--- src/rtl/vector_lsu.sv ---
// Strided vector load/store engine: walks LANES addresses base + k*stride, one per cycle,
// and collects load returns through a READ_LAT-deep valid/lane-index pipeline.
//
// state | meaning
// IDLE  | waiting for start_i, operands latched on acceptance
// STORE | issuing one write per cycle, lane 0 first
// LOAD  | issuing one read per cycle, returns captured READ_LAT cycles later
// DRAIN | all reads issued, waiting for the last return
// DONE  | one-cycle completion pulse, start_i ignored
module vector_lsu #(
    parameter int LANES    = 8,
    parameter int READ_LAT = 2
) (
    input  logic                  CLK,
    input  logic                  RST_n,
    input  logic                  start_i,
    input  logic                  store_i,
    input  logic                  byte_mode_i,
    input  logic [31:0]           base_addr_i,
    input  logic [31:0]           stride_i,
    input  logic [32*LANES-1:0]   vdata_i,
    output logic [32*LANES-1:0]   vdata_o,
    output logic                  busy_o,
    output logic                  done_o,
    output logic [31:0]           mem_address_o,
    output logic [31:0]           mem_data_o,
    output logic                  mem_wren_o,
    output logic                  mem_byte_mode_o,
    input  logic [31:0]           mem_data_i
);

    localparam int IDX_W = (LANES > 1) ? $clog2(LANES) : 1;
    localparam logic [IDX_W-1:0] LAST_IDX = IDX_W'(LANES - 1);

    typedef enum logic [2:0] {IDLE, STORE, LOAD, DRAIN, DONE} state_t;

    state_t               state_q, state_d;
    logic [IDX_W-1:0]     cnt_q;
    logic [31:0]          addr_q;
    logic [31:0]          stride_q;
    logic                 byte_q;
    logic [32*LANES-1:0]  sdata_q;
    logic [32*LANES-1:0]  lbuf_q, lbuf_d;
    logic [READ_LAT-1:0]  pv_q;
    logic [IDX_W-1:0]     pidx_q [READ_LAT];

    logic                 issuing;
    logic                 cap;
    logic [IDX_W-1:0]     cap_idx;
    logic [IDX_W-1:0]     issue_idx;
    logic [31:0]          cap_word;

    assign issuing   = (state_q == STORE) || (state_q == LOAD);
    assign cap       = pv_q[READ_LAT-1];
    assign cap_idx   = pidx_q[READ_LAT-1];
    // cnt_q counts lanes still to issue after the current one, down to zero
    assign issue_idx = LAST_IDX - cnt_q;
    assign cap_word  = byte_q ? {24'h0, mem_data_i[7:0]} : mem_data_i;

    always_comb begin
        state_d = state_q;
        case (state_q)
            IDLE:    if (start_i) state_d = store_i ? STORE : LOAD;
            STORE:   if (cnt_q == '0) state_d = DONE;
            LOAD:    if (cnt_q == '0) state_d = DRAIN;
            DRAIN:   if (cap && (cap_idx == LAST_IDX)) state_d = DONE;
            DONE:    state_d = IDLE;
            default: state_d = IDLE;
        endcase
    end

    always_comb begin
        lbuf_d = lbuf_q;
        for (int k = 0; k < LANES; k++) begin
            if (cap && (cap_idx == IDX_W'(k))) lbuf_d[32*k +: 32] = cap_word;
        end
    end

    always_comb begin
        busy_o          = (state_q == STORE) || (state_q == LOAD) || (state_q == DRAIN);
        done_o          = (state_q == DONE);
        mem_address_o   = issuing ? addr_q : 32'h0;
        mem_wren_o      = (state_q == STORE);
        mem_data_o      = 32'h0;
        if (state_q == STORE) mem_data_o = byte_q ? {24'h0, sdata_q[7:0]} : sdata_q[31:0];
        mem_byte_mode_o = busy_o & byte_q;
    end

    always_ff @(posedge CLK or negedge RST_n) begin
        if (!RST_n) begin
            state_q  <= IDLE;
            cnt_q    <= '0;
            addr_q   <= '0;
            stride_q <= '0;
            byte_q   <= 1'b0;
            sdata_q  <= '0;
            lbuf_q   <= '0;
            vdata_o  <= '0;
            pv_q     <= '0;
            for (int j = 0; j < READ_LAT; j++) pidx_q[j] <= '0;
        end else begin
            state_q <= state_d;
            if (state_q == IDLE && start_i) begin
                addr_q   <= base_addr_i;
                stride_q <= stride_i;
                byte_q   <= byte_mode_i;
                sdata_q  <= vdata_i;
                cnt_q    <= LAST_IDX;
            end else if (issuing) begin
                addr_q  <= addr_q + stride_q;
                sdata_q <= sdata_q >> 32;
                if (cnt_q != '0) cnt_q <= cnt_q - 1'b1;
            end
            pv_q[0]   <= (state_q == LOAD);
            pidx_q[0] <= issue_idx;
            for (int j = 1; j < READ_LAT; j++) begin
                pv_q[j]   <= pv_q[j-1];
                pidx_q[j] <= pidx_q[j-1];
            end
            lbuf_q <= lbuf_d;
            // publish the whole vector only once the final lane has landed
            if (state_q == DRAIN && state_d == DONE) vdata_o <= lbuf_d;
        end
    end

endmodule

--- config.mk ---
export PLATFORM = sky130hd
export DESIGN_NAME = vector_lsu
export DESIGN_NICKNAME = d
export VERILOG_FILES = /design/src/rtl/vector_lsu.sv
export SDC_FILE = /design/constraint.sdc
export NUM_CORES = 2
export LEC_CHECK = 0
export BUFFER_PORTS_ARGS = -buffer_cell sky130_fd_sc_hd__buf_2
export CORE_UTILIZATION = 45
export CTS_BUF_LIST = sky130_fd_sc_hd__clkbuf_8
export DETAILED_ROUTE_END_ITERATION = 10
export HOLD_SLACK_MARGIN = 0.15
export PLACE_DENSITY = 0.7
export SLEW_MARGIN = 20
export SYNTH_ARGS = -nofsm -noshare
export SYNTH_HDL_FRONTEND = slang
export SYNTH_SLANG_ARGS = --single-unit
export TNS_END_PERCENT = 30
--- constraint.sdc ---
create_clock -name CLK -period 2.95 [get_ports CLK]
set_clock_uncertainty 0.2 [all_clocks]
set_input_delay 0.1475 -clock CLK [delete_from_list [all_inputs] [get_ports CLK]]
set_output_delay 0.1475 -clock CLK [all_outputs]
set_load 0.02 [all_outputs]
==> results of run 1 <==
==> cells by family after synthesis <==
group                      after synthesis
AOI/OAI and AO/OA                      573
xor gates and xnor gates                30
adders and majority gates               34
buffers and inverters                  234
DFF                                    847
muxes                                  323
and+or+nand+nor                       1293
==> layer usage <==
metal,GRT usage,overflow
met4,0.388,13
met3,0.330,5
met1,0.483,3
met5,0.225,0
met2,0.638,19
==> through the flow <==
stage / std cells / hold WS, ps / instance area, um^2
2_1_floorplan: 3334 / -348 / 35100
3_3_place_gp: 4921 / -53.0 / 40100
3_5_place_dp: 4921 / -51.7 / 40100
4_1_cts: 6113 / 151 / 52500
==> cells in the mapped netlist (11+ instances only) <==
master and count:
nand3_1 45, o21ai_0 222, a31oi_1 230, dfrtp_1 847, a21oi_1 52, clkbuf_1 197, xor2_1 14, buf_2 11
nand2b_1 29, and2_1 68, mux2_2 320, nor2_1 264, ha_1 33, a21o_1 11, nand2_1 850, xnor2_1 16
==> timing repair <==
action	CTS
buffers inserted	3
endpoints found under the hold margin	1684
gates resized for setup	13
gates cloned	1
hold buffers	939
endpoints found under the setup margin	60
pin swaps	1
==> flow_summary.json, run 1 <==
{
  "status": "stopped before the end",
  "lastStage": "5_1_grt",
  "firstError": "[ERROR GRT-0116] Global routing finished with congestion. Check the congestion regions in the DRC Viewer.",
  "synth_flop_cell": "dfrtp_1",
  "mappedNetlistArea_um2": 35100,
  "synth_top_family_by_area": "simple AND/OR/NAND/NOR gates",
  "yosys.area.top_type": "dfrtp_1",
  "async_reset_ff_frac": 1.00,
  "synth-compound-area-share": 0.0959,
  "grt_pass1_wl_um": 270000,
  "die_y_um": 281,
  "synth_top_area_frac": 0.604,
  "grt_max_degree": 133,
  "synth-edff-count": 0,
  "clock-root-buffer": "clkbuf_8",
  "yosys.area_share.simple": 0.150,
  "synth_cell_types": 57,
  "clock-sinks": 847,
  "grt_overflow": 40,
  "syn_avg_cell_area_um2": 10.5,
  "grt_pass1_vias": 40650,
  "cts_htree_levels": 4,
  "synth_area_leaders": "dfrtp_1 (60%), mux2_2 (10%), nand2_1 (9.1%)",
  "rows": 102,
  "dieWidth_um": 281,
  "place.gp.congestion": 0.938,
  "synth-seq-cells": 847,
  "ios": 681,
  "dp_hpwl_um": 72900,
  "netlist_instances": 3334,
  "io_buffers": 680,
  "yosys_warnings": 0,
  "numCtsBuffers": 142,
  "synth_mux_area_frac": 0.104,
  "start_util": 0.454,
  "dp_worst_setup_slack_ps": -103,
  "synthAdderAreaFrac": 0.0123,
  "synth_seq_area_share": 0.604,
  "synth_nets": 3725,
  "clockBufferDepth": 3,
  "grt_use_total": 0.474,
  "yosys.area_share.xor_xnor": 0.00749
}
==> run 2: changes to the inputs <==
CORE_UTILIZATION = 30   (was 45)
CTS_BUF_LIST = default   (was sky130_fd_sc_hd__clkbuf_8)
HOLD_SLACK_MARGIN = default   (was 0.15)
PLACE_DENSITY = default   (was 0.7)
PLACE_DENSITY_LB_ADDON = 0.15   (was default)
clock period = 3.8 ns   (was 2.95 ns; I/O delays follow)
==> flow_summary.json, run 2 <==
{
  "post_drt_wl_per_cell_um": 19.7,
  "clockBufferDepth": 3,
  "cts_tree": "done",
  "rsz0062_at_grt": "no",
  "clk_pin_slew_worst_paths_ps": 60,
  "antenna_found_initial": 19,
  "tightest_slew_ps": 902,
  "drc": 0,
  "grt_max_degree": 212,
  "dp_cells": 5376,
  "dieWidth_um": 344,
  "endpoint_kind": "register",
  "io_buffers": 680,
  "hold_buffers": 381,
  "top_layer_used": "met5",
  "drv_cap": 0,
  "syn_to_final_growth_pct": 35.0,
  "clock-root-buffer": "clkbuf_16",
  "wirelength_um": 117000,
  "wl_met2_um": 55700,
  "layout_common_cells": "nand2_1 (847), dfrtp_1 (846), buf_2 (679)",
  "synth_cell_types": 57,
  "ir_drop_v": 0.00101,
  "met3_length_um": 7020,
  "hold_viol": 0,
  "crit_slowest_cell": "fa_1",
  "drt-initial-drc-count": 1737,
  "final_cells": 5944,
  "setup_tns_ps": 0,
  "mappedNetlistArea_um2": 35100,
  "core-area_um2": 116000,
  "grt_use_total": 0.193,
  "synth_most_common_cell": "nand2_1",
  "path_cells": "ha_1 > fa_1 > a21o_2 > a221oi_2 > o22ai_1 > a211o_1 > a21oi_1 > o21ai_1 > xnor2_1 > o21ai_1",
  "post-route-min-period_ps": 3300,
  "synth_area_leaders": "dfrtp_1 (60%), mux2_2 (10%), nand2_1 (9.1%)",
  "place.gp.congestion": 0.809,
  "grt_pass1_wl_um": 174000,
  "synth-seq-cells": 847,
  "vias": 28104,
  "clock_latency_ps": 670,
  "dp_hpwl_um": 78600,
  "start_util": 0.302,
  "cts_setup_buffers": 0,
  "crit_top_cell": "o21ai_1",
  "drive_above_1_share": 0.281,
  "m1WireLength_um": 52200,
  "yosys.area.top_type": "dfrtp_1",
  "slew_headroom": 0.399,
  "netlist_instances": 3334,
  "yosys_warnings": 0,
  "drtAntennaViolNets": 0,
  "synth_nets": 3725,
  "rows": 125,
  "critPathArrivalTime_ps": 3640,
  "crit_type": "reg -> reg",
  "syn_avg_cell_area_um2": 10.5,
  "crit_required_ps": 4140,
  "hp-class": "in -> reg",
  "grt_overflow": 0,
  "slowest_delay_ps": 420,
  "cp_max_fo": 6,
  "largestRegisters": "lbuf_q (256), sdata_q (256), vdata_o (256)",
  "async_reset_ff_frac": 1.00,
  "die-area_um2": 118000,
  "max_clock_freq_mhz": 303,
  "routed_via_density": 4.73,
  "period_share": 0.867,
  "ios": 681,
  "clock-sinks": 847,
  "synth_flop_cell": "dfrtp_1",
  "status": "finished, final reports clean",
  "synth_seq_area_share": 0.604,
  "drt_pass1_iterations": 5,
  "critical-path-top-delay-family": "compound AO/OA/AOI/OAI gates",
  "numCtsBuffers": 97,
  "synth_top_area_frac": 0.604,
  "cts_resized": 0,
  "layout_commonest_cell": "nand2_1",
  "synth-edff-count": 0,
  "slew_viol_final": 0,
  "start_kind": "register",
  "die_y_um": 344,
  "worst-path-buf-inv": 0,
  "grt_pass1_vias": 28021,
  "setup_viol": 0,
  "p_leak_nw": 22.6,
  "nets": 4723,
  "synthTopCellsByCount": "nand2_1 (850), dfrtp_1 (847), mux2_2 (320)",
  "cts_htree_levels": 3,
  "powerDensity_nw_per_um2": 929
}
run 2: cell counts after synthesis:
No cell type changed its count.
run 2: power breakdown:
part           internal [mW]  switching (mW)  leakage [nW]
Combinational           7.03            11.8          10.6
Sequential              13.5            2.18          10.4
Clock                   5.53            3.92          1.58
run 2: final timing paths:
path | endpoint | startpoint | slack (ps) | cells past startpoint
min in group asynchronous | lbuf_q[218] | RST_n | 110 | 3
hold / removal | lbuf_q[149] | mem_data_i[21] | 50 | 3
max in group asynchronous | lbuf_q[80] | RST_n | 2590 | 4
setup / recovery | addr_q[20] | addr_q[0] | 500 | 10
hold reg to reg | cap_idx[2] | pidx_q[5] | 150 | 0
setup reg to reg | addr_q[20] | addr_q[0] | 500 | 10
run 2: logic make-up after synthesis:
group / count (synthesis) / synth area share
AOI/OAI and AO/OA: 573 / 0.0959
xor gates and xnor gates: 30 / 0.00749
adders and majority gates: 34 / 0.0123
buffers and inverters: 234 / 0.0270
DFF: 847 / 0.604
muxes: 323 / 0.104
and+or+nand+nor: 1293 / 0.150
run 2: cell type report:
type | instances | area [um^2]
diodes | 9 | 22.5
clock buffers | 146 | 2840
clock inverters | 32 | 389
fillers | 11498 | 68700
inverters | 9 | 33.8
multi-input cells | 2253 | 13000
flip-flops and latches | 847 | 21200
well taps | 1524 | 1910
repair buffers | 1124 | 7970
run 2: routing by layer:
layer,vias up,global-route usage
li1,13307,-
met1,13920,0.261
met2,710,0.313
met3,149,0.0440
met4,18,0.0438
met5,-,0
run 2: tightest hold or removal path, cell delays in order:
cell	delay, ps
buf_2	80
nand2b_1	290
o21ai_0	320
run 2: stage by stage:
step	instance area [um^2]	power, mW	hold WS (ps)	utilization	worst slack, ps
3_3_place_gp	40300	34.4	74.0	0.347	563
5_1_grt	47400	47.3	37.3	0.408	362
2_1_floorplan	35100	28.1	-306	-	963
3_5_place_dp	40300	34.6	74.5	0.347	540
6_report	47400	44.0	47.4	0.408	504
4_1_cts	47400	44.6	0.513	0.408	529
Note: power is estimated with default switching activity, not from simulation.
